## config.mk

```make
export PLATFORM = sky130hd
export DESIGN_NAME = spi_tx_scheduler
export DESIGN_NICKNAME = d
export VERILOG_FILES = /design/src/rtl/spi_tx_scheduler.sv
export SDC_FILE = /design/constraint.sdc
export NUM_CORES = 1
export LEC_CHECK = 0
export ABC_AREA = 1
export CAP_MARGIN = 0
export CELL_PAD_IN_SITES_DETAIL_PLACEMENT = 0
export CELL_PAD_IN_SITES_GLOBAL_PLACEMENT = 1
export CORE_ASPECT_RATIO = 2
export CORE_MARGIN = 1.5
export CORE_UTILIZATION = 40
export DETAILED_ROUTE_END_ITERATION = 10
export DONT_BUFFER_PORTS = 1
export PLACE_DENSITY = 0.75
export SYNTH_ARGS = -nofsm -noshare
export SYNTH_HDL_FRONTEND = slang
export SYNTH_SLANG_ARGS = --single-unit
```

## constraint.sdc

```tcl
create_clock -name clk -period 1.7 [get_ports clk]
set_input_delay 0.17 -clock clk [delete_from_list [all_inputs] [get_ports clk]]
set_output_delay 0.17 -clock clk [all_outputs]
set_load 0.02 [all_outputs]
```

## src/rtl/spi_tx_scheduler.sv

```systemverilog
// Round-robin scheduler that shares one SPI mode-0 transmit master between N_REQ requesters.
// Each transfer runs grant -> start pulse -> wait for completion or timeout -> inter-frame gap.
module spi_tx_scheduler #(
    parameter int N_REQ     = 4,
    parameter int DATA_LEN  = 8,
    parameter int START_CYC = 2,
    parameter int GAP_CYC   = 4,
    parameter int TIMEOUT   = 1023
) (
    input  logic                      clk,
    input  logic                      rst,
    input  logic                      en,
    input  logic [N_REQ-1:0]          req,
    input  logic [N_REQ*DATA_LEN-1:0] req_data,
    output logic [N_REQ-1:0]          ack,
    output logic                      m_tx_en,
    output logic                      m_start,
    output logic [DATA_LEN-1:0]       m_din,
    input  logic                      m_qvld,
    output logic [N_REQ-1:0]          sel,
    output logic                      busy,
    output logic                      err,
    output logic [2:0]                err_id
);

    localparam int PTR_W  = (N_REQ > 1) ? $clog2(N_REQ) : 1;
    localparam int SCNT_W = $clog2(START_CYC + 1);
    localparam int GCNT_W = $clog2(GAP_CYC + 1);

    localparam logic [SCNT_W-1:0] START_LAST = SCNT_W'(START_CYC - 1);
    localparam logic [GCNT_W-1:0] GAP_LAST   = GCNT_W'(GAP_CYC - 1);
    localparam logic [15:0]       TIMER_LAST = 16'(TIMEOUT - 1);

    typedef enum logic [1:0] {
        S_IDLE,
        S_START,
        S_WAIT_DONE,
        S_GAP
    } state_t;

    state_t              state_q, state_d;
    logic [PTR_W-1:0]    ptr_q, ptr_d;
    logic [PTR_W-1:0]    gnt_q, gnt_d;
    logic [SCNT_W-1:0]   start_cnt_q, start_cnt_d;
    logic [GCNT_W-1:0]   gap_cnt_q, gap_cnt_d;
    logic [15:0]         timer_q, timer_d;
    logic                qvld_dly_q, qvld_dly_d;
    logic [N_REQ-1:0]    ack_q, ack_d;
    logic                m_tx_en_q, m_tx_en_d;
    logic                m_start_q, m_start_d;
    logic [DATA_LEN-1:0] m_din_q, m_din_d;
    logic [N_REQ-1:0]    sel_q, sel_d;
    logic                busy_q, busy_d;
    logic                err_q, err_d;
    logic [2:0]          err_id_q, err_id_d;

    logic [DATA_LEN-1:0] words [N_REQ];
    logic                gnt_found;
    logic [PTR_W-1:0]    gnt_win;
    logic [PTR_W-1:0]    cand;
    logic                qvld_edge;

    for (genvar i = 0; i < N_REQ; i++) begin : g_words
        assign words[i] = req_data[i*DATA_LEN +: DATA_LEN];
    end

    // Index addition modulo N_REQ; both operands stay below N_REQ so one subtraction suffices.
    function automatic logic [PTR_W-1:0] wrap_add(input logic [PTR_W-1:0] a,
                                                  input logic [PTR_W:0]   b);
        logic [PTR_W+1:0] s;
        s = {2'b00, a} + {1'b0, b};
        if (s >= (PTR_W+2)'(N_REQ)) begin
            s = s - (PTR_W+2)'(N_REQ);
        end
        return s[PTR_W-1:0];
    endfunction

    assign qvld_edge = m_qvld & ~qvld_dly_q;

    // First requester at or after the pointer, scanning with wrap-around.
    always_comb begin
        gnt_found = 1'b0;
        gnt_win   = '0;
        cand      = '0;
        for (int k = 0; k < N_REQ; k++) begin
            cand = wrap_add(ptr_q, (PTR_W+1)'(k));
            if (!gnt_found && req[cand]) begin
                gnt_found = 1'b1;
                gnt_win   = cand;
            end
        end
    end

    always_comb begin
        state_d     = state_q;
        ptr_d       = ptr_q;
        gnt_d       = gnt_q;
        start_cnt_d = start_cnt_q;
        gap_cnt_d   = gap_cnt_q;
        timer_d     = timer_q;
        qvld_dly_d  = m_qvld;
        ack_d       = '0;
        m_tx_en_d   = 1'b1;
        m_start_d   = m_start_q;
        m_din_d     = m_din_q;
        sel_d       = sel_q;
        busy_d      = busy_q;
        err_d       = 1'b0;
        err_id_d    = err_id_q;

        case (state_q)
            S_IDLE: begin
                if (en && gnt_found) begin
                    m_din_d        = words[gnt_win];
                    sel_d          = '0;
                    sel_d[gnt_win] = 1'b1;
                    busy_d         = 1'b1;
                    m_start_d      = 1'b1;
                    gnt_d          = gnt_win;
                    ptr_d          = wrap_add(gnt_win, (PTR_W+1)'(1));
                    start_cnt_d    = '0;
                    state_d        = S_START;
                end
            end

            S_START: begin
                if (start_cnt_q == START_LAST) begin
                    m_start_d = 1'b0;
                    timer_d   = '0;
                    state_d   = S_WAIT_DONE;
                end else begin
                    start_cnt_d = start_cnt_q + SCNT_W'(1);
                end
            end

            // A completion edge takes priority over a timeout landing on the same cycle.
            S_WAIT_DONE: begin
                if (qvld_edge) begin
                    ack_d[gnt_q] = 1'b1;
                    sel_d        = '0;
                    gap_cnt_d    = '0;
                    state_d      = S_GAP;
                end else if (timer_q == TIMER_LAST) begin
                    err_d     = 1'b1;
                    err_id_d  = 3'(gnt_q);
                    sel_d     = '0;
                    gap_cnt_d = '0;
                    state_d   = S_GAP;
                end else begin
                    timer_d = timer_q + 16'd1;
                end
            end

            S_GAP: begin
                if (gap_cnt_q == GAP_LAST) begin
                    busy_d  = 1'b0;
                    state_d = S_IDLE;
                end else begin
                    gap_cnt_d = gap_cnt_q + GCNT_W'(1);
                end
            end

            default: begin
                state_d = S_IDLE;
            end
        endcase
    end

    always_ff @(posedge clk) begin
        if (!rst) begin
            state_q     <= S_IDLE;
            ptr_q       <= '0;
            gnt_q       <= '0;
            start_cnt_q <= '0;
            gap_cnt_q   <= '0;
            timer_q     <= '0;
            qvld_dly_q  <= 1'b0;
            ack_q       <= '0;
            m_tx_en_q   <= 1'b0;
            m_start_q   <= 1'b0;
            m_din_q     <= '0;
            sel_q       <= '0;
            busy_q      <= 1'b0;
            err_q       <= 1'b0;
            err_id_q    <= '0;
        end else begin
            state_q     <= state_d;
            ptr_q       <= ptr_d;
            gnt_q       <= gnt_d;
            start_cnt_q <= start_cnt_d;
            gap_cnt_q   <= gap_cnt_d;
            timer_q     <= timer_d;
            qvld_dly_q  <= qvld_dly_d;
            ack_q       <= ack_d;
            m_tx_en_q   <= m_tx_en_d;
            m_start_q   <= m_start_d;
            m_din_q     <= m_din_d;
            sel_q       <= sel_d;
            busy_q      <= busy_d;
            err_q       <= err_d;
            err_id_q    <= err_id_d;
        end
    end

    assign ack     = ack_q;
    assign m_tx_en = m_tx_en_q;
    assign m_start = m_start_q;
    assign m_din   = m_din_q;
    assign sel     = sel_q;
    assign busy    = busy_q;
    assign err     = err_q;
    assign err_id  = err_id_q;

endmodule

```

==> metrics.md <==
| Metric | Value |
|---|---|
| GRT overflow | `0` |
| Pre-CTS WS | `-0.166 ns` |
| Most used DFF post-synth | `dfxtp_1` |
| Post-synth top area cell | `dfxtp_1` |
| Clock Sinks | `50` |
| Critical Path Source Type | `flop` |
| Initial antenna violation count | `0` |
| Final wirelength | `approximately 9000 um` |
| Post-synthesis mux area share | `0%` |
| RSZ-0062 raised after global routing | `true` |
| Cells after Synth | `between 400 and 500` |
| Ys async rst share | `0%` |
| Clock power share | `around an eighth` |
| GRT Resource Usage Total | `between 20% and 30%` |
| Drt pass-1 iters | `5` |
| Share of cells above drive strength 1 | `around a third` |
| Via count | `around 3100` |
| Synth cell types | `38` |
| Switching power | `roughly 0.0043 W` |
| Top Ports | `63` |
| First-pass GRT wire length | `14100 um` |
| Largest net degree at the start of global routing | `25` |
| DP Area | `roughly 0.0035 sq mm` |
| Combinational family with the most area after synthesis | `simple AND/OR/NAND/NOR gates` |
| CTS buffer count | `5` |
| Top cells by count, synth | `108 x nand2_1, 53 x nor2_1, 50 x dfxtp_1` |
| Post-synth EDFFs | `0` |
| Ant diodes | `0` |
| Area Growth Syn to Fin | `35.9%` |
| Final Cycle Share | `109%` |
| Met2 WL | `between 5000 and 6000 um` |
| Clock transition at path regs | `roughly 0.07 ns` |
| DR iter-0 viols | `122` |
| Port bufs | `0` |
| Failing checks | `negative setup slack` |
| Final Skew | `between 0.01 and 0.015 ns` |
| Post-placement cell count | `587` |
| Top Layer Used | `met4` |
| Core box area | `around 0.0075 sq mm` |
| Cell Pwr Density | `approximately 2200 mW/mm^2` |
| Post-Syn Area per Cell | `~6.8 sq um` |
| Xor and xnor area share after synthesis | `under 10%` |
| Synth Register Bits | `50` |
| Vias in the first global route | `approximately 3100` |
| Routed met3 length | `roughly 300 um` |
| Outcome | `complete, but fails checks` |
| Post-synthesis adder-cell area fraction | `approximately 3.7%` |
| Fin nets | `560` |
| Yosys warns | `0` |
| Final hold viol count | `0` |
| Net switching share of the total power | `a little under half` |
| CTS H-tree lvls | `2` |
| Synthesized area | `0.00308 sq mm` |
| Pint | `around 0.0049 W` |
| Maximum VDD drop | `roughly 1.4 mV` |
| Crit. End Element | `flop` |
| Compound-gate portion of the synthesized area | `10.2%` |
| Die H | `approximately 130 um` |
| Number of setup violations in the final report | `18` |
| Met1 Routed Length | `between 2000 and 3000 um` |
| Post-synth top area share | `roughly 32%` |
| Sequential area share after synthesis | `between 30% and 40%` |
| CTS tree | `yes` |
| Fillers | `approximately 760` |
| CTS root buf | `clkbuf_16` |
| Clk Latency, worst-skew pair | `0.30 ns` |
| Leak | `1.78 nW` |
| Num rows | `45` |
| Longest Clk Path Bufs | `2` |
| Maxcap violations | `0` |
| Fmax | `between 500 and 600 MHz` |
| DR vias/cell | `around 5.2` |
| Residual DRC | `0` |
| Hold Path Class | `input port to flop` |
| Critical path required time | `1.93 ns` |
| Routed wire length per instance | `14.8 um` |
| Crit Path Class | `flop to flop` |
| CP arrival | `2.08 ns` |
| Post-Synth Simple-Gate Area | `41.9%` |
| PnR worst setup slack | `-0.146 ns` |
| Fin area | `0.00419 sq mm` |
| Crit Path Max Fanout | `7` |
| Sequential share of power | `20.8%` |
| Die Wd | `~65 um` |
| Logic pwr share | `66.4%` |
| Initial Util | `40.9%` |
| Syn_nets | `between 500 and 600` |
| Synth top area cells | `dfxtp_1 32%, nand2_1 13%, nand3_1 7.8%, nor2_1 6.5%, a21oi_1 4.4%` |
| Dpl hpwl | `~6600 um` |
| Most common cell in the netlist | `nand2_1` |
| Die area | `slightly above 0.008 sq mm` |
| Final cell count without fillers | `a little over 600` |
| Tmin final | `between 1.5 and 2 ns` |
| Final ANT Viol Nets | `0` |
| Max-slew violation count | `0` |
| Routability cong. | `a little under 0.9` |
| Reg2reg setup slack | `-0.15 ns` |
## final timing paths
kind                                     start             end  depth (start not counted)
worst max-delay path                  ptr_q[0]        m_din[6]                         13
worst min-delay path                       rst       err_id[1]                          2
worst max register to register        ptr_q[0]        m_din[6]                         13
worst min register to register  start_cnt_q[1]  start_cnt_q[1]                          2
## placed cells by master (no fill, tap or decap), types with 4 or more instances in the layout
master / n
inv_4: 4
inv_1: 30
xor2_1: 11
nand2_2: 19
nor2_1: 52
buf_4: 50
nor2_4: 5
nand3_1: 36
nand3_2: 13
dfxtp_2: 4
nand4_1: 7
clkbuf_16: 7
buf_6: 6
a21oi_2: 4
nand2_1: 95
nand2_4: 13
dfxtp_1: 45
nand3_4: 5
a21oi_1: 24
ha_1: 6
o21ai_1: 9
o21ai_0: 13
buf_12: 5
nor3_1: 7
## registers in the layout, indices dropped and copies added, names as in the netlist
| signal | count |
|---|---|
| err | 1 |
| gap_cnt_q | 3 |
| ack | 4 |
| m_tx_en | 1 |
| timer_q | 16 |
| busy | 1 |
| qvld_dly_q | 1 |
| ptr_q | 2 |
| err_id | 2 |
| m_din | 8 |
| m_start | 1 |
| state_q | 2 |
| gnt_q | 2 |
| sel | 4 |
| start_cnt_q | 2 |
## per-stage QoR
| step | hold WS (ns) | power (W) | TNS (ns) | utilization, % |
|---|---|---|---|---|
| after CTS | 0.00270 | 0.00803 | -0.393 | 51.0 |
| after floorplan | 0.198 | 0.00497 | 0 | - |
| final | 0.00743 | 0.00914 | -1.29 | 55.6 |
| after global routing | 0.0160 | 0.00981 | -3.59 | 55.6 |
| after global placement | 0.199 | 0.00642 | -1.38 | 47.0 |
| after detailed placement | 0.198 | 0.00650 | -1.90 | 47.0 |
## area by class of cell
type / count / area, sq um / share of cell area (%)
sequential: 50 / 1010 / 24.1
inverter: 38 / 158 / 3.76
tap: 94 / 118 / 2.81
clock buffer: 5 / 125 / 2.99
clock inverter: 3 / 47.5 / 1.13
timing repair buffer: 65 / 613 / 14.6
multi-input combinational: 351 / 2120 / 50.6
## critical path, cell delays in order, from the launching register on
cell and delay [ns]:
dfxtp_4 0.37, buf_6 0.14, nand2_2 0.10, nand2_1 0.10
nand2_2 0.11, nand2_4 0.09, nand3_4 0.12, nor2_4 0.04
nor2_4 0.22, clkbuf_16 0.21, nand3_1 0.07, nand3_1 0.08
nor2_1 0.04, nor2_1 0.09
## routing by layer
| layer | vias up | GRT usage [%] |
|---|---|---|
| li1 | 1601 | - |
| met1 | 1469 | 18.5 |
| met2 | 62 | 45.7 |
| met3 | 16 | 3.70 |
| met4 | 0 | 10.4 |
| met5 | - | 0 |
## what timing repair did
item                                    CTS  global route
cloned                                    1             2
hold buffers                              2             0
endpoints found under the setup margin   20            39
setup buffers                             1             5
hold endpoints to repair                  6             0
pin swaps                                 6            14
gates resized for setup                  31            62
## power groups by stage
stage,Sequential [W],Clock (W),Combinational (W)
5_1_grt,0.00194,0.00124,0.00662
3_3_place_gp,0.00188,0,0.00454
6_report,0.00190,0.00117,0.00606
4_1_cts,0.00188,0.00120,0.00495
2_1_floorplan,0.00182,0,0.00315
3_5_place_dp,0.00188,0,0.00462
## cells by family after synthesis
logic type                 count (synthesis)
xor gates and xnor gates                  12
buffers and inverters                     55
other                                      1
AOI/OAI and AO/OA                         57
DFF                                       50
adders and majority gates                  9
and+or+nand+nor                          272
Power figures use the tool's default switching activity.
